<file path="config.mk">
export PLATFORM = sky130hd
export DESIGN_NAME = rect_plotter
export DESIGN_NICKNAME = d
export VERILOG_FILES = /design/src/rtl/rect_plotter.sv
export SDC_FILE = /design/constraint.sdc
export NUM_CORES = 1
export LEC_CHECK = 0
export BUFFER_PORTS_ARGS = -buffer_cell sky130_fd_sc_hd__buf_2
export CAP_MARGIN = 20
export CORE_MARGIN = 1.5
export CORE_UTILIZATION = 55
export CTS_BUF_LIST = sky130_fd_sc_hd__clkbuf_4 sky130_fd_sc_hd__clkbuf_8 sky130_fd_sc_hd__clkbuf_16
export CTS_CLUSTER_SIZE = 30
export DETAILED_ROUTE_END_ITERATION = 8
export PLACE_DENSITY = 0.87
export SETUP_SLACK_MARGIN = 0.15
export SYNTH_ARGS = -nofsm -noshare
export SYNTH_HDL_FRONTEND = slang
export SYNTH_SLANG_ARGS = --single-unit
export TNS_END_PERCENT = 10
</file>
<file path="constraint.sdc">
create_clock -name clk -period 2.1 [get_ports clk]
set_input_delay 0.42 -clock clk [delete_from_list [all_inputs] [get_ports clk]]
set_output_delay 0.42 -clock clk [all_outputs]
set_load 0.01 [all_outputs]
</file>
<file path="src/rtl/rect_plotter.sv">
// rect_plotter: fills one clipped rectangle per command, emitting one
// pixel per clock in row-major order towards the VGA adapter.
module rect_plotter #(
    parameter int SCREEN_W = 160,
    parameter int SCREEN_H = 120,
    parameter int COL_W    = 3
) (
    input  logic             clk,
    input  logic             rst,
    input  logic             cmd_valid,
    output logic             cmd_ready,
    input  logic [7:0]       cmd_x,
    input  logic [6:0]       cmd_y,
    input  logic [7:0]       cmd_w,
    input  logic [6:0]       cmd_h,
    input  logic [COL_W-1:0] cmd_colour,
    input  logic             cmd_clear,
    output logic [7:0]       x,
    output logic [6:0]       y,
    output logic [COL_W-1:0] colour,
    output logic             plot,
    output logic             busy,
    output logic             done
);

    typedef enum logic [1:0] {
        S_IDLE,
        S_DRAW,
        S_DONE
    } state_t;

    state_t           r_state;
    logic [7:0]       r_x;
    logic [6:0]       r_y;
    logic [7:0]       r_x0;
    logic [7:0]       r_xend;
    logic [6:0]       r_yend;
    logic [COL_W-1:0] r_colour;
    logic             r_plot;
    logic             r_busy;
    logic             r_done;

    logic [8:0]       w_room_x;
    logic [8:0]       w_room_y;
    logic [8:0]       w_ew;
    logic [8:0]       w_eh;
    logic [7:0]       w_x0;
    logic [6:0]       w_y0;
    logic [7:0]       w_xend;
    logic [6:0]       w_yend;
    logic             w_zero;
    logic             w_accept;

    assign cmd_ready = (r_state == S_IDLE);
    assign w_accept  = cmd_valid && cmd_ready;

    // Clip against the screen edges with 9-bit math so nothing wraps.
    always_comb begin
        w_room_x = 9'(SCREEN_W) - {1'b0, cmd_x};
        w_room_y = 9'(SCREEN_H) - {2'b00, cmd_y};
        w_x0     = cmd_x;
        w_y0     = cmd_y;
        w_ew     = 9'd0;
        w_eh     = 9'd0;
        if (cmd_clear) begin
            w_x0 = 8'd0;
            w_y0 = 7'd0;
            w_ew = 9'(SCREEN_W);
            w_eh = 9'(SCREEN_H);
        end else begin
            if ({1'b0, cmd_x} < 9'(SCREEN_W)) begin
                if ({1'b0, cmd_w} < w_room_x) begin
                    w_ew = {1'b0, cmd_w};
                end else begin
                    w_ew = w_room_x;
                end
            end
            if ({2'b00, cmd_y} < 9'(SCREEN_H)) begin
                if ({2'b00, cmd_h} < w_room_y) begin
                    w_eh = {2'b00, cmd_h};
                end else begin
                    w_eh = w_room_y;
                end
            end
        end
    end

    assign w_zero = (w_ew == 9'd0) || (w_eh == 9'd0);
    assign w_xend = w_x0 + w_ew[7:0] - 8'd1;
    assign w_yend = w_y0 + w_eh[6:0] - 7'd1;

    always_ff @(posedge clk or posedge rst) begin
        if (rst) begin
            r_state  <= S_IDLE;
            r_x      <= 8'd0;
            r_y      <= 7'd0;
            r_x0     <= 8'd0;
            r_xend   <= 8'd0;
            r_yend   <= 7'd0;
            r_colour <= '0;
            r_plot   <= 1'b0;
            r_busy   <= 1'b0;
            r_done   <= 1'b0;
        end else begin
            case (r_state)
                S_IDLE: begin
                    r_done <= 1'b0;
                    r_plot <= 1'b0;
                    if (w_accept) begin
                        r_busy <= 1'b1;
                        if (w_zero) begin
                            r_state <= S_DONE;
                            r_done  <= 1'b1;
                        end else begin
                            r_state  <= S_DRAW;
                            r_x      <= w_x0;
                            r_y      <= w_y0;
                            r_x0     <= w_x0;
                            r_xend   <= w_xend;
                            r_yend   <= w_yend;
                            r_colour <= cmd_colour;
                            r_plot   <= 1'b1;
                        end
                    end
                end
                S_DRAW: begin
                    if (r_x == r_xend) begin
                        if (r_y == r_yend) begin
                            r_state <= S_DONE;
                            r_plot  <= 1'b0;
                            r_done  <= 1'b1;
                        end else begin
                            r_x <= r_x0;
                            r_y <= r_y + 7'd1;
                        end
                    end else begin
                        r_x <= r_x + 8'd1;
                    end
                end
                S_DONE: begin
                    r_state <= S_IDLE;
                    r_done  <= 1'b0;
                    r_busy  <= 1'b0;
                    r_plot  <= 1'b0;
                end
                default: begin
                    r_state <= S_IDLE;
                    r_plot  <= 1'b0;
                    r_done  <= 1'b0;
                    r_busy  <= 1'b0;
                end
            endcase
        end
    end

    assign x      = r_x;
    assign y      = r_y;
    assign colour = r_colour;
    assign plot   = r_plot;
    assign busy   = r_busy;
    assign done   = r_done;

endmodule

</file>
==> results.md, run 1 <==
- The flow ran to the end, but the final reports show violations.
- The final reports fail on negative setup slack.
- The static leakage is 3.00 nW.
- For the pin with the worst max-slew slack, the measured transition is 0.863 ns.
- The share of the synthesized area in the top cell type is 28.1%.
- The power density normalized to cell area is 1030 nW/um^2.
- The synthesized design contains 46 register bits.
- TritonCTS built the clock tree.
- Routability-driven placement finished with a final weighted congestion of 1.00.
- Hold is met by 0.166 ns.
- The first global-routing pass estimated about 25,000 um of wire.
- The routed layout has 5,303 vias.
- The worst path uses 220% of the clock period.
- The clock period minus final worst setup slack is 4.62 ns.
- The share of async-settable or async-resettable flops after synthesis is 100%.
- The part of the Yosys area used for sequential elements is roughly 28%.
- The final count of hold timing violations is 0.
- After the first detailed-routing iteration, the DRC count stood at 760.
- Summing every instance area after synthesis gives 4090 um^2.
- The startpoint-to-endpoint class of the critical path is input pin to flip-flop.
- The count of final max-slew check failures was 0.
- In this run the tightest slew margin relative to its limit is around 42%.
- The H-tree was split into 2 levels.
- The average routed wire per standard cell is approximately 24 um.
- The count of nets left with antenna violations once routing finished came out at 0.
- The placeable core area is 7210 um^2.
- The initial antenna violation count is 1.
- The I/O pin count is 59.
- The final layout contains routed wiring with a total length of 18,700 um.
- The synthesized netlist cell count is 510.
- The die is 89.2 um tall.
- The highest achievable clock rate is 0.216 GHz.
- The number of global-route vias before repair was 4,971.
- The area growth from synthesis to layout is 52.7%.
- Across the VDD grid, the largest voltage drop is 0.527 mV.
- The post-route DRC violation count is 0.
- The most frequently used flop master after synthesis is sky130_fd_sc_hd__dfrtp_1.
- The biggest area contributor in the post-synthesis netlist is sky130_fd_sc_hd__dfrtp_1.
- The timing startpoint of the critical path is cmd_x[0].
- In the final layout, the share of cells above drive strength 1 is 44.7%.
- The kind of capture point of the worst setup path is a flip-flop.
- In this run the critical register-to-register path is launched from x[3]$_DFFE_PP0P_.
- For this run, the detailed router's first-pass iteration total came to 7.
- After clock tree synthesis, the clock-pin slew on the worst setup and hold paths is 0.09 ns.
- In the post-synthesis netlist, the cell with the most instances is sky130_fd_sc_hd__nand2_1.
- At the later pin of the worst-skew pair, clock insertion delay measures 0.31 ns.
- The tool flagged a number of max-cap violations equal to 0.
- The wire-length estimate of the detail-placed layout is 9570 um.
- The Yosys step of the flow raised 0 warnings.
- Counting the fill cells in the layout gives 342.
- On the final layout, the worst clock skew is approximately 0.0057 ns.
- Synthesis produced a netlist with a net count of 590.
- In this run the worst path has a maximum fanout of 4.
- The total congestion overflow is 0.
- The final setup slack of the worst path is -2.52 ns.
- The worst setup path is launched from an input pin.
- STA puts the critical path data required time at 2.29 ns.
- The total number of placement rows is 31.
- Entering global routing, the biggest net connects 29 pins.
- By area the synthesized netlist is led by sky130_fd_sc_hd__dfrtp_1 28%, sky130_fd_sc_hd__ha_1 13%, sky130_fd_sc_hd__nand2_1 6.7%, sky130_fd_sc_hd__o21ai_0 6.0%, sky130_fd_sc_hd__xor2_1 5.6%.
- The count of buffers added on input and output ports is 58.
- Setup repair after global routing could not meet its margin everywhere.
- The sink count of the clock tree is 46.
- The commonest cells after synthesis are 73 x sky130_fd_sc_hd__nand2_1, 49 x sky130_fd_sc_hd__o21ai_0, 46 x sky130_fd_sc_hd__dfrtp_1.
- The finished layout holds 793 standard cells, fillers aside.
- The synthesized area divided by synthesized cell count is about 8.0 um^2.
- Counting along the longest clock path gives a buffer depth of 2.
- From left edge to right edge, the die measures 89.2 um.
- Counting flops with a built-in enable in the synthesized netlist gives 0.
- The number of distinct library cells after synthesis is 55.
- The total CTS buffers is 5.
- The initial core utilization is 56.7%.
- The final layout contains 772 nets.
- Counting tap cells, the placed design contains a total of about 770 instances.
- The floorplan step defined a die boundary enclosing 7960 um^2.
- The data arrival time at the worst-slack endpoint is 4.81 ns.
- The final setup violation count is 45.
- Dividing the detail-routed via count by the number of cells gives 6.69.
- Global routing used 40.8% of the available tracks.
- The type of the worst min-delay path is input pin to asynchronous set/reset pin.
- The clock tree root buffer cell is sky130_fd_sc_hd__clkbuf_8.
[power breakdown]
part	switching (mW)	total, mW	internal (mW)	leakage [nW]
Combinational	2.19	3.92	1.73	2.36
Clock	0.320	0.827	0.508	0.0714
Sequential	0.405	1.70	1.30	0.566
[area by class of cell]
type,instances,area [um^2],area share [%]
Multi-Input combinational cell,398,3150,50.4
Timing Repair Buffer,198,1470,23.6
Sequential cell,46,1150,18.4
Inverter,43,201,3.23
Tap cell,99,124,1.98
Clock buffer,6,82.6,1.32
Clock inverter,2,60.1,0.962
Antenna cell,1,2.50,0.0401
[registers in the layout, indices dropped and copies added, names as in the netlist]
signal / cells
x: 8
r_state: 2
r_yend: 7
plot: 1
r_xend: 8
r_x0: 8
colour: 3
busy: 1
done: 1
y: 7
[metal layers]
metal / GRT usage, % / wire, um
met1: 46.0 / 6160
met2: 69.2 / 8410
met3: 8.13 / 2110
met4: 28.4 / 2070
met5: 0 / 0
[worst paths after layout]
check | end | slack [ns] | cells past startpoint
min | y[5]$_DFFE_PP0P_ | 0.17 | 2
max in group asynchronous | x[3]$_DFFE_PP0P_ | 1.37 | 3
min in group clk | colour[1]$_DFFE_PP0P_ | 0.30 | 3
min reg2reg | colour[1]$_DFFE_PP0P_ | 0.48 | 2
max reg2reg | x[0]$_DFFE_PP0P_ | -0.48 | 8
max | r_xend[7]$_DFFE_PP0P_ | -2.52 | 25
[through the flow]
step                total power, mW  setup TNS (ns)  util (%)  setup slack [ns]  cell area (um^2)
finish                         6.46          -59.29      86.6             -2.52              6240
floorplan                      3.47          -46.20         -             -2.24              4290
global placement               4.48          -65.80      76.8             -2.26              5540
global route                   6.68          -64.67      86.5             -2.59              6240
CTS                            5.75          -50.15      83.6             -2.02              6030
detailed placement             4.69          -73.78      76.8             -2.55              5540
[kinds of logic (layout without fill, tap and decap cells)]
group           Yosys count  after routing  synth area share [%]
compound gates          128            128                  19.9
xor+xnor                 42             42                  8.99
fa+ha+maj                43             43                  13.5
buf+inv                  66            249                  6.76
flops                    46             46                  28.1
mux                       7              7                  1.84
other cells               0              1                     0
simple gates            178            178                  20.9
[cells in the final DEF (no fill, tap or decap), types with 3 or more instances in the layout]
cell type | netlist | layout
sky130_fd_sc_hd__buf_4 | 0 | 128
sky130_fd_sc_hd__nand2_1 | 73 | 60
sky130_fd_sc_hd__buf_2 | 5 | 53
sky130_fd_sc_hd__dfrtp_1 | 46 | 46
sky130_fd_sc_hd__inv_1 | 43 | 31
sky130_fd_sc_hd__o21ai_0 | 49 | 28
sky130_fd_sc_hd__ha_1 | 41 | 27
sky130_fd_sc_hd__xor2_1 | 26 | 25
sky130_fd_sc_hd__a21oi_1 | 35 | 21
sky130_fd_sc_hd__nor2_1 | 26 | 20
sky130_fd_sc_hd__o21ai_1 | 0 | 19
sky130_fd_sc_hd__nand2b_1 | 16 | 15
sky130_fd_sc_hd__a21oi_2 | 0 | 14
sky130_fd_sc_hd__xnor2_1 | 16 | 12
sky130_fd_sc_hd__ha_4 | 0 | 12
sky130_fd_sc_hd__nor3_1 | 15 | 11
sky130_fd_sc_hd__nand2_2 | 0 | 10
sky130_fd_sc_hd__buf_6 | 3 | 10
sky130_fd_sc_hd__nand3_1 | 9 | 9
sky130_fd_sc_hd__nor2b_1 | 9 | 7
sky130_fd_sc_hd__nor4_1 | 7 | 6
sky130_fd_sc_hd__a221oi_2 | 5 | 6
sky130_fd_sc_hd__inv_2 | 0 | 6
sky130_fd_sc_hd__clkbuf_8 | 0 | 6
sky130_fd_sc_hd__buf_12 | 0 | 6
sky130_fd_sc_hd__a21o_1 | 6 | 5
sky130_fd_sc_hd__and3_1 | 4 | 4
sky130_fd_sc_hd__nor2_2 | 0 | 4
sky130_fd_sc_hd__nor3_2 | 0 | 4
sky130_fd_sc_hd__a22o_1 | 4 | 4
sky130_fd_sc_hd__nand4_1 | 3 | 3
sky130_fd_sc_hd__nand2_4 | 0 | 3
sky130_fd_sc_hd__mux2i_1 | 3 | 3
sky130_fd_sc_hd__xnor2_2 | 0 | 3
sky130_fd_sc_hd__o21bai_1 | 3 | 3
[worst max-delay path, cell delays in order]
cell and delay [ns]:
sky130_fd_sc_hd__buf_8 0.10, sky130_fd_sc_hd__clkinv_4 0.04, sky130_fd_sc_hd__ha_4 0.12, sky130_fd_sc_hd__or4b_4 0.50
sky130_fd_sc_hd__nand2_4 0.11, sky130_fd_sc_hd__xnor2_2 0.11, sky130_fd_sc_hd__ha_1 0.27, sky130_fd_sc_hd__a21oi_2 0.14
sky130_fd_sc_hd__o21ai_1 0.08, sky130_fd_sc_hd__a31oi_2 0.21, sky130_fd_sc_hd__nor2_2 0.10, sky130_fd_sc_hd__buf_6 0.13
sky130_fd_sc_hd__buf_6 0.11, sky130_fd_sc_hd__nor2b_1 0.11, sky130_fd_sc_hd__o21ai_0 0.13, sky130_fd_sc_hd__ha_1 0.42
sky130_fd_sc_hd__inv_1 0.11, sky130_fd_sc_hd__ha_1 0.31, sky130_fd_sc_hd__inv_1 0.10, sky130_fd_sc_hd__o21bai_1 0.10
sky130_fd_sc_hd__a21o_1 0.23, sky130_fd_sc_hd__a21oi_2 0.32, sky130_fd_sc_hd__xor2_1 0.22, sky130_fd_sc_hd__xnor2_1 0.19
sky130_fd_sc_hd__o21ai_1 0.12
[what timing repair did]
item                                    CTS  global route
pin swaps                                56            16
hold buffers                              0             0
gates resized for setup                  73            48
endpoints found under the hold margin     0             0
gates cloned                              0             0
endpoints found under the setup margin   45            45
buffers inserted                          8             4
Note: power is estimated with default switching activity, not from simulation.
==> inputs of run 2 (changes only) <==
==> constraint.sdc (replaced) <==
create_clock -name clk -period 4.5 [get_ports clk]
set_input_delay 0.9 -clock clk [delete_from_list [all_inputs] [get_ports clk]]
set_output_delay 0.9 -clock clk [all_outputs]
set_load 0.01 [all_outputs]
==> results.md, run 2 (synthesized netlist as in run 1, its figures left out) <==
- The first-pass detailed-route iteration total was 5 (-2).
- The total placed instance area came to 4840 um^2 (-13%).
- The met1 layer wirelength in the final routing is 4710 um (-24%).
- The max capacitance violation total is 0 (unchanged).
- The initial antenna violation count is 0 (-1).
- The number of global-route vias before repair was 3,820 (-23%).
- The total number of placement rows is 31 (unchanged).
- Leaving out fill and tap cells, the most frequent cells in the layout are 69 x sky130_fd_sc_hd__nand2_1, 58 x sky130_fd_sc_hd__buf_4, 56 x sky130_fd_sc_hd__buf_2.
- The library cell used most frequently in the layout, excluding fill and tap cells, is sky130_fd_sc_hd__nand2_1.
- The proportion of layout cells with a drive suffix above 1 is 29.0% (-16 points).
- The die boundary width is 89.2 um (unchanged).
- The total congestion overflow was 0 (unchanged).
- The total number of H-tree levels is 2 (unchanged).
- The worst relative slew slack is 44.9% (+2.8 points).
- The placeable core area is 7210 um^2 (unchanged).
- The detailed router's first-iteration violation count is 318 (-58%).
- The startpoint type of the worst setup path is an input pin.
- The final setup slack of the worst path is -0.234 ns (+2.29 ns).
- The total CTS buffers is 5 (unchanged).
- The reg-to-reg setup timing slack is 1.95 ns (+2.43 ns).
- The highest ir drop seen on vdd came to 0.198 mV (-62%).
- The measured slew at the worst slew-check pin is 0.824 ns (-0.0394 ns).
- The clock latency on the worst-skew pair is 0.30 ns (about the same).
- The post-route DRC violation count was 0 (unchanged).
- The remaining antenna violation count after routing is 0 (unchanged).
- The data arrival time at the worst-slack endpoint is 4.95 ns (+0.14 ns).
- TritonCTS built the clock tree.
- The final count of hold timing violations is 0 (unchanged).
- The worst setup path is captured at a flip-flop.
- Setup repair after global routing could not meet its margin everywhere.
- The number of antenna diodes is 0 (-1).
- By startpoint and endpoint, the worst setup path is classified as input pin to flip-flop.
- The final instance count without filler cells is 713 (-10%).
- The count of buffers inserted at the top-level ports came to 58 (unchanged).
- The total negative setup slack is -0.516 ns (+58.77 ns).
- The pin count of the biggest net entering global routing came to 47 (+62%).
- The quantity of hold-fixing buffers added after cts is 0 (unchanged).
- The required arrival time at the worst endpoint is 4.72 ns (+2.43 ns).
- The weighted congestion reported at the end of routability-driven placement came to 0.955 (-4.9%).
- The highest achievable clock rate is between 0.2 and 0.25 GHz.
- The I/O pin count is 59 (unchanged).
- The type of the worst min-delay path is flip-flop to flip-flop.
- The die span in y is 89.2 um (unchanged).
- The deepest clock path buffer count is 2 (unchanged).
- The clock skew was 0.00712 ns (+0.00142 ns).
- The number of nets at the end of the flow is 693 (-10%).
- The static leakage was 2.53 nW (-16%).
- The count of final max-slew check failures was 0 (unchanged).
- The overall die area is 7960 um^2 (unchanged).
- The sink count of the clock tree is 46 (unchanged).
- The end-of-flow core utilization is 72.2% (-14 points).
- The number of instances in the placed design is 696 (-9.7%).
- The global-route wire length before repair is 17,200 um (-30%).
- The overall power of the completed layout is 2.40 mW (-63%).
- The power density normalized to cell area is 460 nW/um^2 (-55%).
- The part of the cycle the worst path needs is 105%.
- The relative area change from synthesis to final layout is 27.3%.
- The routed via count is 4,195 (-21%).
- The initial core utilization is 56.7% (unchanged).
- The routed length on met2 is 5690 um (-32%).
- The final reports fail on negative setup slack.
- The HPWL after detailed placement is 7860 um (-18%).
- CTS placed an instance of sky130_fd_sc_hd__clkbuf_8 at the clock tree root.
- The final setup violation count was 3 (-93%).
- The clock transition at the register clock pins on the worst setup and hold paths after CTS is 0.08 ns (about the same).
- The total length of routed met3 wires is 713 um (-66%).
- The detailed router used layers up to and including met4.
- The combined global-route utilization of all metal layers is 27.2% (-14 points).
- The post-detailed-routing wire length was 11,500 um (-39%).
- The average routed wire per standard cell is 16.1 um (-32%).
- The average via count per standard cell is 5.88 (-12%).
- Counting I/O delays and the setup requirement, the final critical path takes 4.73 ns.
- The run finished, with violations left.
- The post-route standard cell area excluding fillers was 5210 um^2 (-17%).
- The filler cell count in the final layout is 503 (+47%).
- The highest net fanout along the worst path is 4 (unchanged).
[run 2: metrics by stage]
step / worst slack (ns) / hold WS, ns
after detailed placement: -0.444 / 0.462
final: -0.234 / 0.475
after global placement: -0.351 / 0.452
after floorplan: -0.325 / 0.445
after CTS: -0.0103 / 0.482
after global routing: -0.381 / 0.508
[run 2: layout make-up]
cell class	count	area [um^2]	area share [%]
repair buffers	119	779	15.0
clock buffers	7	83.8	1.61
clock inverters	1	30.0	0.577
multi-input cells	398	2860	54.9
well taps	99	124	2.38
inverters	43	181	3.48
flip-flops and latches	46	1150	22.1
[run 2: final timing paths]
path,cells past startpoint,endpoint,start
hold / removal,2,colour[1]$_DFFE_PP0P_,colour[1]$_DFFE_PP0P_
max in group asynchronous,3,r_xend[3]$_DFFE_PP0P_,rst
min in group asynchronous,3,y[6]$_DFFE_PP0P_,rst
setup / recovery,26,r_xend[6]$_DFFE_PP0P_,cmd_x[1]
setup reg to reg,7,y[0]$_DFFE_PP0P_,x[2]$_DFFE_PP0P_
hold reg to reg,2,colour[1]$_DFFE_PP0P_,colour[1]$_DFFE_PP0P_
[run 2: routing by layer]
metal  vias to the layer above  track usage [%]
li1                       1975                -
met1                      1970             33.9
met2                       206             47.5
met3                        44             4.06
met4                         0             10.5
met5                         -                0
[run 2: where the power goes]
group	internal [mW]	leakage, nW	switching (mW)
sequential	0.606	0.566	0.213
combinational	0.601	1.91	0.665
clock	0.178	0.0593	0.136
[run 2: repair_timing]
item | in CTS | in global routing
pin swaps | 33 | 15
buffers inserted | 6 | 3
setup endpoints to repair | 4 | 7
resized for setup | 30 | 14
[run 2: critical path, stage by stage]
cell and delay, ns:
sky130_fd_sc_hd__buf_8 0.11, sky130_fd_sc_hd__inv_12 0.04, sky130_fd_sc_hd__ha_4 0.11, sky130_fd_sc_hd__or4b_4 0.51
sky130_fd_sc_hd__nand2_4 0.09, sky130_fd_sc_hd__xnor2_1 0.06, sky130_fd_sc_hd__ha_1 0.32, sky130_fd_sc_hd__o21ai_1 0.10
sky130_fd_sc_hd__a21oi_1 0.17, sky130_fd_sc_hd__o22ai_2 0.12, sky130_fd_sc_hd__buf_4 0.16, sky130_fd_sc_hd__buf_4 0.12
sky130_fd_sc_hd__buf_4 0.14, sky130_fd_sc_hd__nor3_1 0.23, sky130_fd_sc_hd__o21ai_1 0.12, sky130_fd_sc_hd__ha_1 0.31
sky130_fd_sc_hd__inv_1 0.06, sky130_fd_sc_hd__ha_1 0.27, sky130_fd_sc_hd__inv_1 0.05, sky130_fd_sc_hd__buf_4 0.13
sky130_fd_sc_hd__buf_4 0.12, sky130_fd_sc_hd__buf_4 0.13, sky130_fd_sc_hd__o21bai_1 0.17, sky130_fd_sc_hd__a21oi_2 0.09
sky130_fd_sc_hd__xor2_1 0.16, sky130_fd_sc_hd__o21ai_0 0.13
